**config.mk**
```make
export PLATFORM = sky130hd
export DESIGN_NAME = comparator
export DESIGN_NICKNAME = d
export VERILOG_FILES = /design/src/rtl/comparator.sv
export SDC_FILE = /design/constraint.sdc
export NUM_CORES = 1
export LEC_CHECK = 0
export CELL_PAD_IN_SITES_DETAIL_PLACEMENT = 0
export CELL_PAD_IN_SITES_GLOBAL_PLACEMENT = 1
export CORE_AREA = 2 2 39 41
export DETAILED_ROUTE_END_ITERATION = 10
export DIE_AREA = 0 0 41 43
export PLACE_DENSITY = 0.44
export SLEW_MARGIN = 15
export SYNTH_ARGS = -nofsm -noshare
export SYNTH_HDL_FRONTEND = slang
export SYNTH_SLANG_ARGS = --single-unit
```
**constraint.sdc**
```tcl
create_clock -name clk -period 0.96 [get_ports clk]
set_clock_uncertainty 0.1 [all_clocks]
set_input_delay 0.192 -clock clk [delete_from_list [all_inputs] [get_ports clk]]
set_output_delay 0.192 -clock clk [all_outputs]
set_load 0.005 [all_outputs]
```
**src/rtl/comparator.sv**
```systemverilog
// Registered magnitude comparator: samples A/B while in_valid is high and
// presents one-hot less/equal/greater flags one clock later.
module comparator #(
    parameter int unsigned WIDTH  = 2,
    parameter int unsigned SIGNED = 0
) (
    input  logic             clk,
    input  logic             rst_n,
    input  logic             in_valid,
    input  logic [WIDTH-1:0] A,
    input  logic [WIDTH-1:0] B,
    output logic             out_valid,
    output logic             A_less_B,
    output logic             A_equal_B,
    output logic             A_greater_B
);

    logic             sign_flip;
    logic [WIDTH-1:0] a_cmp;
    logic [WIDTH-1:0] b_cmp;
    logic             lt;
    logic             eq;
    logic             gt;

    logic             valid_d, valid_q;
    logic             less_d, less_q;
    logic             equal_d, equal_q;
    logic             greater_d, greater_q;

    assign sign_flip = (SIGNED != 0);

    // Flipping the sign bit maps two's-complement order onto unsigned order,
    // so a single unsigned compare serves both modes.
    always_comb begin
        a_cmp            = A;
        b_cmp            = B;
        a_cmp[WIDTH-1]   = A[WIDTH-1] ^ sign_flip;
        b_cmp[WIDTH-1]   = B[WIDTH-1] ^ sign_flip;
        lt               = (a_cmp < b_cmp);
        eq               = (A == B);
        gt               = ~lt & ~eq;
    end

    // Next state: load fresh flags on a valid sample, otherwise hold them.
    always_comb begin
        valid_d   = in_valid;
        less_d    = less_q;
        equal_d   = equal_q;
        greater_d = greater_q;
        if (in_valid) begin
            less_d    = lt;
            equal_d   = eq;
            greater_d = gt;
        end
    end

    // Result registers with asynchronous clear.
    always_ff @(posedge clk or negedge rst_n) begin
        if (!rst_n) begin
            valid_q   <= 1'b0;
            less_q    <= 1'b0;
            equal_q   <= 1'b0;
            greater_q <= 1'b0;
        end else begin
            valid_q   <= valid_d;
            less_q    <= less_d;
            equal_q   <= equal_d;
            greater_q <= greater_d;
        end
    end

    assign out_valid   = valid_q;
    assign A_less_B    = less_q;
    assign A_equal_B   = equal_q;
    assign A_greater_B = greater_q;

endmodule

```
==> impl_results.rst <==
.. list-table::
   :header-rows: 1

   * - Metric
     - Value
   * - Slowest cell delay on critical path
     - 0.36 ns
   * - Min-delay worst type
     - in -> async
   * - Placed cell areas
     - 344.1 µm²
   * - Starting density of the core
     - 13.83%
   * - Via count of the first global-routing pass
     - 175
   * - Global routing usage on met1
     - 7.492%
   * - Worst reg2reg path depth
     - 1
   * - Failing checks
     - setup timing
   * - GR Layer Usage met3
     - 2.618%
   * - Proportion of synthesized chip area in sequential cells
     - 52.29%
   * - WS Path Type
     - reg -> out
   * - VDD IR-drop max
     - 414.2 µV
   * - RSZ-0062 raised after global routing
     - true
   * - Number of top-level design ports
     - 11
   * - Post-DR wirelength/cell
     - 9.479 µm
   * - Area used by multi-input combinational logic
     - 111.4 µm²
   * - Fraction of the mapped netlist area in adder cells
     - 13.07%
   * - CP endpoint kind
     - primary output
   * - Number of nets in the synthesized netlist
     - 27
   * - Post-synth cell types
     - 9
   * - Core region area
     - 1384 µm²
   * - Die W
     - 41 µm
   * - Max-slew violation count
     - 0
   * - Finished layout cell area
     - 364.1 µm²
   * - Gate family responsible for the most delay along the worst path
     - flip-flops
   * - Count of max-cap constraint violations
     - 0
   * - Number of diodes added for antenna fixing
     - 0
   * - Number of synthesized register bits
     - 4
   * - Mux cell area share after synthesis
     - 7.843%
   * - CTS tree
     - done
   * - Type of origin of the critical path
     - flip-flop
   * - TritonRoute pass-1 iters
     - 1
   * - Result of the run
     - complete, but fails checks
   * - Worst Path Arrival
     - 0.72 ns
   * - Worst slew margin relative to its limit
     - 88.08%
   * - Total of fill cells in the finished design
     - 149
   * - Final std cells w/o fill
     - 48
   * - Stages on the worst setup path
     - 1
   * - Area fraction in and, or, nand and nor cells after synthesis
     - 6.536%
   * - Starting DRC count in detailed routing
     - 0
   * - Antenna violations before repair
     - 0
   * - Count of input and output buffers
     - 10
   * - # setup viols final
     - 4
   * - Number of cells after detailed placement
     - 45
   * - Die Span Y
     - 43 µm
   * - CTS sink cnt
     - 4
   * - Area share of xor/xnor cells in the synthesized design
     - 0%
   * - Cell area power density
     - 1466 nW/µm²
   * - Largest net degree at the start of global routing
     - 6
   * - Source-to-sink clock delay at the later pin of the worst-skew pair
     - 0.23 ns
   * - Syn. warnings
     - 0
   * - Post-route antenna net violation count
     - 0
   * - Met2 track utilization from global routing
     - 7.187%
   * - Routed via count
     - 180
   * - Full die area
     - 1763 µm²
   * - Cell-by-cell trace of the critical path
     - buf_2
   * - Netlist Area Pre-Place
     - 191.4 µm²
   * - Remaining DRCs
     - 0
   * - Average footprint of a synthesized cell
     - 10.64 µm²
   * - Fraction of final layout cells sized beyond drive strength 1
     - 56.25%
   * - Reg area
     - 100.1 µm²
   * - Area fraction in compound gates after synthesis
     - 10.46%
   * - Inserted Clock Buffers
     - 3
   * - Total power after layout
     - 0.5339 mW
   * - Global-route wire length before repair
     - 683 µm
   * - Transition time of the tightest slew-check pin
     - 0.1783 ns
   * - Post-DP HPWL
     - 329.5 µm
   * - Setup slack of the critical path after layout
     - -0.05184 ns
   * - Dominant combinational cell family by area after synthesis
     - adder cells
   * - Lkg Pwr
     - 0.1712 nW
   * - Clock H-tree levels
     - 1
   * - Final hold violation count
     - 0
   * - Number of buffers and inverters on the critical path
     - 1
   * - Ratio of routed vias to standard cells
     - 3.750
   * - Total routing usage reported by global routing
     - 6.351%
   * - Number of rows in the core area
     - 14
   * - Maximum operating frequency
     - 988.3 MHz
   * - Grt peak-use layer
     - met4
   * - Time the final worst path needs with I/O delays and setup
     - 1.012 ns
   * - Hold_buf cts
     - 0
   * - Worst Path Max Fanout
     - 2
   * - Critical path data required time
     - 0.67 ns
   * - Hold slack
     - 0.06109 ns
   * - Final wirelength
     - 455 µm
   * - Area growth from synthesis to final layout
     - 90.20%
   * - Clock slew seen by the registers of the worst setup and hold paths
     - 0.04 ns
   * - Period Utilization, post-route
     - 105.4%
   * - Critical-path cell with the highest stage delay
     - sky130_fd_sc_hd__dfrtp_1
   * - Aggregate global routing overflow
     - 0
   * - Gp weighted congestion
     - 0.6461
   * - Setup tns final
     - -0.1842 ns
   * - Clock root cell
     - sky130_fd_sc_hd__clkbuf_4
   * - Clock Path Buffers
     - 2
   * - Layout Nets
     - 43
   * - Post-Syn Instances
     - 18
## path summary, 6_finish.rpt
kind	start	to	slack (ns)
max	A_less_B$_DFFE_PN0P_	A_less_B	-0.05
min	rst_n	A_greater_B$_DFFE_PN0P_	0.06
max reg2reg	A_less_B$_DFFE_PN0P_	A_less_B$_DFFE_PN0P_	0.11
min reg2reg	A_less_B$_DFFE_PN0P_	A_less_B$_DFFE_PN0P_	0.40
max in group asynchronous	rst_n	A_equal_B$_DFFE_PN0P_	0.54
min in group clk	in_valid	out_valid$_DFF_PN0_	0.28
## flip-flops by register name, summed over array words and instances (netlist names)
register / flops
A_equal_B: 1
A_greater_B: 1
A_less_B: 1
out_valid: 1
## timing repair
| action | 4_1_cts | 5_1_grt |
|---|---|---|
| buffers inserted | 0 | 0 |
| setup endpoints to repair | 7 | 6 |
| pin swaps | 2 | 2 |
| resized for setup | 26 | 10 |
## power breakdown
group	switching (mW)	internal (mW)	leakage [nW]
clock network	0.0646	0.140	0.0138
registers	0.00782	0.189	0.0490
logic	0.0583	0.0743	0.108
## cells by family after synthesis
group                      after synthesis
AOI/OAI and AO/OA                        3
adders and majority gates                2
buffers and inverters                    5
DFF                                      4
muxes                                    1
and+or+nand+nor                          3
## through the flow
stage | util (%) | setup WS (ns)
global placement | 24.86 | -0.6858
CTS | 24.50 | -0.06824
global route | 26.31 | -0.08143
finish | 26.31 | -0.05184
floorplan | - | -0.01573
detailed placement | 24.86 | -0.6955
## area by class of cell
| class | count | area share, % |
|---|---|---|
| Timing Repair Buffer | 11 | 21.65 |
| Clock buffer | 3 | 6.186 |
| Inverter | 5 | 8.591 |
| Multi-Input combinational cell | 9 | 30.58 |
| Tap cell | 16 | 5.498 |
| Sequential cell | 4 | 27.49 |
## Yosys cell counts
| master | count | share of area [%] |
|---|---|---|
| sky130_fd_sc_hd__inv_1 | 5 | 9.8 |
| sky130_fd_sc_hd__dfrtp_1 | 4 | 52 |
| sky130_fd_sc_hd__ha_1 | 2 | 13 |
| sky130_fd_sc_hd__nand2_1 | 2 | 3.9 |
| sky130_fd_sc_hd__a21oi_2 | 1 | 4.6 |
| sky130_fd_sc_hd__mux2_4 | 1 | 7.8 |
| sky130_fd_sc_hd__nand3_1 | 1 | 2.6 |
| sky130_fd_sc_hd__o21ai_0 | 1 | 2.6 |
| sky130_fd_sc_hd__o22ai_1 | 1 | 3.3 |
## placed cells by master, fill, tap and decap left out, types with 2 or more instances in the layout
master and instances:
sky130_fd_sc_hd__ha_4 2, sky130_fd_sc_hd__inv_2 2, sky130_fd_sc_hd__buf_4 2, sky130_fd_sc_hd__inv_1 2
sky130_fd_sc_hd__buf_2 4, sky130_fd_sc_hd__clkbuf_4 3, sky130_fd_sc_hd__dfrtp_1 4, sky130_fd_sc_hd__nand2_1 2
sky130_fd_sc_hd__clkdlybuf4s15_1 2
## layer usage
metal	share of wire [%]	vias up
met3	14	0
met5	0	-
met4	0	0
li1	-	86
met2	44	9
met1	42	85
(Power assumes the default switching activity.)
